File: config.mk
export PLATFORM = sky130hd
export DESIGN_NAME = exe_mem_skid
export DESIGN_NICKNAME = d
export VERILOG_FILES = /design/src/rtl/pipe_pkg.sv /design/src/rtl/pipe_slot.sv /design/src/rtl/exe_mem_skid.sv
export SDC_FILE = /design/constraint.sdc
export NUM_CORES = 1
export LEC_CHECK = 0
export CORE_MARGIN = 4
export CORE_UTILIZATION = 52
export CTS_CLUSTER_SIZE = 25
export DETAILED_ROUTE_END_ITERATION = 8
export PLACE_DENSITY = 0.81
export SETUP_SLACK_MARGIN = 0.05
export SYNTH_ARGS = -nofsm -noshare
export SYNTH_HDL_FRONTEND = slang
export SYNTH_SLANG_ARGS = --single-unit
File: constraint.sdc
create_clock -name clk -period 1.93 [get_ports clk]
set_clock_uncertainty 0.1 [all_clocks]
set_input_delay 0.386 -clock clk [delete_from_list [all_inputs] [get_ports clk]]
set_output_delay 0.386 -clock clk [all_outputs]
set_load 0.1 [all_outputs]
File: src/rtl/pipe_pkg.sv
// Shared definitions for the EX/MEM pipeline stage: control bit positions,
// default widths and the slot payload layout.
package pipe_pkg;

    localparam int CTRL_MEM_TO_REG = 0;
    localparam int CTRL_REG_WRITE  = 1;
    localparam int CTRL_MEM_WRITE  = 2;
    localparam int CTRL_MEM_READ   = 3;

    localparam int DEF_CTRL_W = 4;
    localparam int DEF_DATA_W = 32;
    localparam int DEF_REG_W  = 5;

    // ctrl sits in the low bits so a slot can clear it without knowing the rest
    typedef struct packed {
        logic [DEF_DATA_W-1:0] addr;
        logic [DEF_DATA_W-1:0] wdata;
        logic [DEF_REG_W-1:0]  rd;
        logic [DEF_CTRL_W-1:0] ctrl;
    } slot_t;

endpackage

File: src/rtl/pipe_slot.sv
// One pipeline slot: valid bit plus payload, with load, clear and sync active-low reset.
// Clear drops the valid bit and zeroes the low CLR_W payload bits (the control field).
module pipe_slot
    import pipe_pkg::*;
#(
    parameter int W     = $bits(slot_t),
    parameter int CLR_W = DEF_CTRL_W
) (
    input  logic         clk,
    input  logic         rst,
    input  logic         i_load,
    input  logic         i_clear,
    input  logic [W-1:0] i_data,
    output logic         o_valid,
    output logic [W-1:0] o_data
);

    logic         r_valid;
    logic [W-1:0] r_data;

    always_ff @(posedge clk) begin
        if (!rst) begin
            r_valid <= 1'b0;
            r_data  <= '0;
        end else if (i_clear) begin
            r_valid              <= 1'b0;
            r_data[CLR_W-1:0]    <= '0;
        end else if (i_load) begin
            r_valid <= 1'b1;
            r_data  <= i_data;
        end
    end

    assign o_valid = r_valid;
    assign o_data  = r_data;

endmodule

File: src/rtl/exe_mem_skid.sv
// EX/MEM stage with valid/ready handshake, one-entry skid buffer and synchronous flush.
// in_ready is a register, so out_ready never reaches in_ready combinationally.
module exe_mem_skid
    import pipe_pkg::*;
#(
    parameter int CTRL_W = DEF_CTRL_W,
    parameter int DATA_W = DEF_DATA_W,
    parameter int REG_W  = DEF_REG_W
) (
    input  logic              clk,
    input  logic              rst,
    input  logic              flush,
    input  logic              in_valid,
    output logic              in_ready,
    input  logic [CTRL_W-1:0] in_ctrl,
    input  logic [DATA_W-1:0] in_alu_res,
    input  logic [DATA_W-1:0] in_wdata,
    input  logic [REG_W-1:0]  in_rd,
    output logic              out_valid,
    input  logic              out_ready,
    output logic [CTRL_W-1:0] out_ctrl,
    output logic [DATA_W-1:0] out_addr,
    output logic [DATA_W-1:0] out_wdata,
    output logic [REG_W-1:0]  out_rd
);

    localparam int PW = 2*DATA_W + REG_W + CTRL_W;

    logic          r_in_ready;
    logic [PW-1:0] w_in_pay, w_main_pay, w_skid_pay, w_main_d;
    logic          w_main_vld, w_skid_vld;
    logic          w_accept, w_consume;
    logic          w_main_load, w_main_clear, w_skid_load, w_skid_clear, w_skid_vld_nxt;
    logic [CTRL_W-1:0] w_main_ctrl;

    assign w_in_pay  = {in_alu_res, in_wdata, in_rd, in_ctrl};
    assign w_accept  = in_valid && r_in_ready && !flush;
    assign w_consume = w_main_vld && out_ready;

    // Skid always refills main first so FIFO order is kept; r_in_ready is 0 whenever skid is full.
    assign w_main_load  = !flush && ((w_skid_vld && w_consume) ||
                                     (w_accept && (!w_main_vld || w_consume)));
    assign w_main_clear = flush || (w_consume && !w_main_load);
    assign w_main_d     = w_skid_vld ? w_skid_pay : w_in_pay;

    assign w_skid_load    = !flush && w_accept && w_main_vld && !w_consume;
    assign w_skid_clear   = flush || (w_consume && w_skid_vld);
    assign w_skid_vld_nxt = !flush && (w_skid_load || (w_skid_vld && !w_consume));

    pipe_slot #(.W(PW), .CLR_W(CTRL_W)) u_main (
        .clk     (clk),
        .rst     (rst),
        .i_load  (w_main_load),
        .i_clear (w_main_clear),
        .i_data  (w_main_d),
        .o_valid (w_main_vld),
        .o_data  (w_main_pay)
    );

    pipe_slot #(.W(PW), .CLR_W(CTRL_W)) u_skid (
        .clk     (clk),
        .rst     (rst),
        .i_load  (w_skid_load),
        .i_clear (w_skid_clear),
        .i_data  (w_in_pay),
        .o_valid (w_skid_vld),
        .o_data  (w_skid_pay)
    );

    always_ff @(posedge clk) begin
        if (!rst) r_in_ready <= 1'b0;
        else      r_in_ready <= !w_skid_vld_nxt;
    end

    assign {out_addr, out_wdata, out_rd, w_main_ctrl} = w_main_pay;
    assign out_valid = w_main_vld;
    assign out_ctrl  = w_main_vld ? w_main_ctrl : '0;
    assign in_ready  = r_in_ready;

endmodule
==> results of run 1 <==
==> critical path, delay by kind of cell, from the launching register on <==
family | cells | cell delay, ns
simple gates | 1 | 0.22
buf+inv | 1 | 0.18
flops | 1 | 0.46
==> cells in the final DEF (no fill, tap or decap) <==
master	netlist	routed
buf_4	79	23
and2_2	0	4
bufinv_16	0	2
nand2b_2	0	1
nand3_1	74	74
buf_8	0	1
a311oi_1	1	1
dfxtp_2	0	1
and4b_2	0	1
a22o_2	0	1
a21oi_1	75	75
a31oi_1	73	73
clkbuf_16	0	17
and2b_2	0	1
mux2_4	18	18
nand2_1	2	2
dfxtp_4	0	2
and2_1	5	1
clkbuf_8	0	6
dfxtp_1	149	146
nand4b_1	1	1
a22oi_4	1	1
clkbuf_1	35	1
o21ai_0	63	63
clkinv_2	0	4
clkinvlp_4	0	2
inv_4	0	2
clkdlybuf4s50_1	0	76
nor2_1	3	3
o21ai_1	10	10
nor2b_1	1	1
nor4_1	56	56
nor4_2	17	17
buf_12	0	94
mux2_2	55	55
o31ai_2	1	1
nor3_1	73	73
==> metrics by stage <==
step	utilization [%]	hold WS, ns	std cells	setup TNS [ns]
after floorplan	-	0.350	857	0
after global placement	68.0	0.356	1057	-1.11
after detailed placement	68.0	0.363	1057	-6.65
after CTS	72.3	0.328	1089	0
after global routing	72.4	0.371	1090	0
final	72.4	0.359	1090	0
==> state kept, by name, summed over array words and instances (netlist names) <==
| name | flops |
|---|---|
| u_main.o_data | 73 |
| u_skid.o_data | 73 |
| u_main.o_valid | 1 |
| u_skid.o_valid | 1 |
| in_ready | 1 |
==> kinds of logic (layout without fill, tap and decap cells) <==
kind of cell    Yosys count  after routing  share of synthesized area [%]
compound gates          225            225                           16.5
buf+inv                 175            228                           14.1
flops                   149            149                           39.4
mux                      73             73                           11.7
simple gates            235            235                           18.3
==> timing repair <==
action                     4_1_cts  5_1_grt
setup endpoints to repair        0       10
resized for setup                0        1
buffers inserted                 0        1
==> path summary, 6_finish.rpt <==
check                           cells past startpoint              start                 to
worst min register to register                      2  u_skid.o_data[58]  u_skid.o_data[58]
worst max register to register                      4     u_skid.o_valid  u_main.o_data[68]
worst min-delay path                                3              flush  u_skid.o_data[46]
worst max-delay path                                2     u_main.o_valid        out_ctrl[0]
==> layer usage <==
metal,vias to the layer above,share of wire [%],routed length [um]
met5,-,0,0
met2,341,50,10900
li1,3194,-,-
met4,0,2.5,543
met3,47,7.9,1710
met1,3400,40,8590
==> final cells by class <==
cell class | count | area [um^2] | share of cell area (%)
inverters | 2 | 12.5 | 0.123
clock buffers | 24 | 512 | 5.02
well taps | 180 | 225 | 2.21
repair buffers | 194 | 2830 | 27.7
flip-flops and latches | 149 | 2990 | 29.3
multi-input cells | 533 | 3540 | 34.7
clock inverters | 8 | 95.1 | 0.932
==> power breakdown <==
group	total, mW	switching [mW]	internal (mW)
Combinational	1.62	0.975	0.647
Clock	3.38	1.28	2.10
Sequential	3.25	0.0930	3.16
==> summary.md, run 1 <==
| Metric | Value |
|---|---|
| Hpwl dp | `roughly 13000 um` |
| Syn Area/Cell | `about 9 um^2` |
| Vias in the first global route | `between 6000 and 7000` |
| Synth Cell Area | `between 7000 and 8000 um^2` |
| Clock Path Buffers | `2` |
| Max Freq | `~570 MHz` |
| Mean number of vias per cell | `6.41` |
| Outcome | `complete, no violations` |
| Grt met3 use | `approximately 6.6%` |
| Drt total wl | `about 22000 um` |
| CTS root buf | `clkbuf_16` |
| Yosys warns | `0` |
| Synthesis-stage register bit count | `~150` |
| # nets final | `between 900 and 1000` |
| CP endpoint kind | `output port` |
| Syn Inst Count | `857` |
| CTS H-tree lvls | `4` |
| Max stage delay cell, worst path | `dfxtp_4` |
| WP data arrival | `1.28 ns` |
| RSZ-0062 raised after global routing | `false` |
| Area after DPL | `between 9000 and 10000 um^2` |
| Async SR Flop Fraction | `0%` |
| Largest stage delay, worst path | `approximately 0.46 ns` |
| Worst EP required | `1.44 ns` |
| DRT Pass-1 Iters | `6` |
| Initial antenna violation count | `0` |
| Area contributors post-synth | `dfxtp_1 (39%), mux2_2 (8.2%), buf_4 (7.8%)` |
| Synth top area share | `39.4%` |
| DIE HEIGHT | `between 100 and 150 um` |
| Critical Path, Cell by Cell | `and2_2 > buf_12` |
| Clk slew on worst S/H paths | `roughly 0.060 ns` |
| Synthesis-to-layout area growth | `34.6%` |
| Sequential share of the synthesized area | `roughly 39%` |
| CTS buffer count | `17` |
| Via Count | `between 6000 and 7000` |
| Crit Path Category | `flop to output port` |
| Met1 Use GR | `31.1%` |
| Share of cells above drive strength 1 | `roughly 28%` |
| Synth area leader | `dfxtp_1` |
| Final ANT Viol Nets | `0` |
| Pleak | `about 3.4 nW` |
| Peak supply drop | `approximately 0.50 mV` |
| Die width | `about 130 um` |
| Met2 global-route usage | `43.0%` |
| Startpoint Class | `flop` |
| Initial Util | `between 50 and 60%` |
| Hold Vio Cnt, Final | `0` |
| PD cells | `808 nW/um^2` |
| Setup Slack @ Placement | `-0.118 ns` |
| Drt drc | `0` |
| Post-synth top flop | `dfxtp_1` |
| First-pass GRT wire length | `between 30000 and 40000 um` |
| Clk_lat worst skew | `roughly 0.43 ns` |
| Avg WL per Cell | `~20 um` |
| Total gr overflow | `0` |
| Slew HR | `62.5%` |
| Final Cycle Share | `between 90 and 100%` |
| Initial detailed-routing violation count | `roughly 850` |
| Worst Path Max Fanout | `14` |
| CTS sink cnt | `around 150` |
| Distinct cells, synth | `30` |
| Top post-synthesis cells by count | `dfxtp_1 (149), buf_4 (79), a21oi_1 (75)` |
| GRT Overall Usage | `25.4%` |
| Num ports | `between 150 and 200` |
| Total of max-cap violations | `0` |
| Slew Limit Fails | `0` |
| Row count | `43` |
| Buffers added on ports | `roughly 150` |
| Hold_buf cts | `0` |
| Largest net degree at the start of global routing | `between 50 and 60` |
| Setup WS post-layout | `about 0.17 ns` |
| Number of fill cells | `approximately 960` |
| Top-count cell post-synth | `dfxtp_1` |
| Routability cong. | `0.828` |
| Number of flops mapped to enable cells by yosys | `0` |
| Minimum clock period | `1.76 ns` |
| Syn_nets | `slightly above 900` |
| CTS tree | `built` |
| Final setup viols | `0` |
| Core area | `around 14000 um^2` |
| FF-to-FF setup slack | `between 0.15 and 0.2 ns` |
| Area of the die | `between 15000 and 20000 um^2` |
| Slew @ Worst Pin | `around 0.56 ns` |
| Global-route layer with the greatest usage | `met2` |
| Antenna cells | `0` |
| Hold Crit Class | `primary input to flop` |
| Power Total | `around 8.2 mW` |
| Design area | `10200 um^2` |
No activity file was read; power rests on OpenSTA's default activity.
==> inputs of run 2 (changes only) <==
--- a/config.mk
+++ b/config.mk
@@ -5,7 +5,7 @@
 export SDC_FILE = /design/constraint.sdc
 export NUM_CORES = 1
 export LEC_CHECK = 0
-export CORE_MARGIN = 4
+export CORE_MARGIN = 2
 export CORE_UTILIZATION = 52
 export CTS_CLUSTER_SIZE = 25
 export DETAILED_ROUTE_END_ITERATION = 8
==> constraint.sdc (replaced) <==
create_clock -name clk -period 1.9 [get_ports clk]
set_clock_uncertainty 0.1 [all_clocks]
set_input_delay 0.38 -clock clk [delete_from_list [all_inputs] [get_ports clk]]
set_output_delay 0.38 -clock clk [all_outputs]
set_load 0.1 [all_outputs]
==> summary.md, run 2 (synthesis results as in run 1) <==
| Metric | Value |
|---|---|
| Synthesis-to-layout area growth | `35.3%` |
| DRT Pass-1 Iters | `5 (-1)` |
| Initial detailed-routing violation count | `759 (-10%)` |
| Initial antenna violation count | `1 (+1)` |
| Core area | `14400 um^2 (+1.9%)` |
| Clock Path Buffers | `2 (unchanged)` |
| Minimum clock period | `between 1.5 and 2 ns` |
| # nets final | `969 (-0.62%)` |
| Clk slew on worst S/H paths | `0.06 ns (about the same)` |
| Buffers added on ports | `152 (unchanged)` |
| CTS resizes | `1 (+1)` |
| Vias in the first global route | `6910 (+2.9%)` |
| Outcome | `complete, no violations` |
| Hold Vio Cnt, Final | `0 (unchanged)` |
| Die width | `125 um (-3.1%)` |
| WP data arrival | `1.31 ns (+0.03 ns)` |
| Initial Util | `52.8% (-1.0 points)` |
| Row count | `44 (+2.3%)` |
| Avg WL per Cell | `19.4 um (-2.5%)` |
| Pleak | `3.44 nW (+0.36%)` |
| Mean number of vias per cell | `6.40 (-0.12%)` |
| Hold Crit Class | `primary input to flop` |
| Crit Path Category | `flop to output port` |
| Worst EP required | `1.42 ns (-0.02 ns)` |
| RSZ-0062 raised after global routing | `false` |
| Slew HR | `59.8% (-2.8 points)` |
| Hold path start | `flush` |
| Via Count | `6967 (-0.21%)` |
| Final setup viols | `0 (unchanged)` |
| Worst Path Max Fanout | `14 (unchanged)` |
| First-pass GRT wire length | `34800 um (+2.4%)` |
| Clk_lat worst skew | `0.43 ns (about the same)` |
| GRT Overall Usage | `26.9% (+1.6 points)` |
| CTS root buf | `clkbuf_16` |
| Final ANT Viol Nets | `0 (unchanged)` |
| Fin cells | `1089 (-0.092%)` |
| Num ports | `153 (unchanged)` |
| Slew @ Worst Pin | `0.604 ns (+0.0448 ns)` |
| Total of max-cap violations | `0 (unchanged)` |
| Number of fill cells | `986 (+3.0%)` |
| CTS tree | `built` |
| Drt drc | `0 (unchanged)` |
| Final Cycle Share | `between 90% and 100%` |
| Largest net degree at the start of global routing | `92 (+64%)` |
| Cells after DPL | `1056 (-0.095%)` |
| Share of cells above drive strength 1 | `27.5% (-0.37 points)` |
| Setup TNS Final | `0 ns (unchanged)` |
| Routability cong. | `0.793 (-4.2%)` |
| Startpoint Class | `flop` |
| Drt total wl | `21200 um (-2.5%)` |
| Hold_buf cts | `0 (unchanged)` |
| Crit Reg-Reg Startpoint | `u_skid.o_valid` |
| Peak supply drop | `0.554 mV (+10%)` |
| Hpwl dp | `12800 um (-5.1%)` |
| Area of the die | `15600 um^2 (-6.1%)` |
| Max Freq | `between 500 and 600 MHz` |
| CTS sink cnt | `149 (unchanged)` |
| Slew Limit Fails | `0 (unchanged)` |
| Most frequent cells in the layout | `dfxtp_1 (146), buf_12 (96), clkdlybuf4s50_1 (76), a21oi_1 (75), nand3_1 (74)` |
| PD cells | `858 nW/um^2 (+6.2%)` |
| CTS H-tree lvls | `4 (unchanged)` |
| Total gr overflow | `0 (unchanged)` |
| Post-CTS Setup Bufs | `0 (unchanged)` |
| CP endpoint kind | `output port` |
| Crit path launch | `u_main.o_valid` |
| CTS buffer count | `17 (unchanged)` |
| Most common cell after layout, fill and taps aside | `dfxtp_1` |
| DIE HEIGHT | `125 um (-3.1%)` |
-- run 2: cell types whose count changed in the layout (fill, tap and decap cells not counted), moves of 2 or more --
| cell | previous run | this run |
|---|---|---|
| buf_12 | 94 | 96 |
| buf_4 | 23 | 16 |
| bufinv_16 | 2 | 6 |
| clkbuf_8 | 6 | 2 |
| clkinv_4 | 0 | 2 |
-- run 2: metal layers --
layer  wire length, um  GRT usage [%]
met4               556           11.6
met3              1520           6.49
met5                 0              0
met2             10300           44.5
met1              8760           33.5
-- run 2: final timing paths --
kind	end	slack, ns	cells past startpoint
max	out_ctrl[1]	0.11	2
min reg2reg	u_skid.o_data[11]	0.37	2
max reg2reg	u_main.o_data[18]	0.29	4
min	u_main.o_data[43]	0.29	3
-- run 2: per-stage QoR --
step	hold slack, ns	util, %	total power [mW]	area (um^2)	worst slack (ns)
after floorplan	0.350	-	4.41	7590	0.0772
after global placement	0.357	66.6	4.97	9570	-0.0647
final	0.293	71.4	8.80	10300	0.110
after global routing	0.328	71.4	9.03	10300	0.0836
after detailed placement	0.363	66.6	4.98	9570	-0.135
after CTS	0.290	71.4	8.82	10300	0.102
-- run 2: worst max-delay path, cell delays in order (launching register included) --
cell	delay, ns
dfxtp_4	0.47
and2_2	0.23
buf_12	0.18
-- run 2: layout make-up --
class	count	area, um^2	share of cell area [%]
multi-input cells	533	3540	34.5
flip-flops and latches	149	2990	29.2
repair buffers	188	2800	27.3
clock buffers	19	453	4.42
well taps	184	230	2.24
clock inverters	13	228	2.22
inverters	2	12.5	0.122
diodes	1	2.50	0.0244
-- run 2: power breakdown --
group | switching [mW] | total [mW] | internal [mW]
logic | 0.982 | 1.63 | 0.652
clock network | 1.34 | 3.87 | 2.53
registers | 0.0922 | 3.30 | 3.21
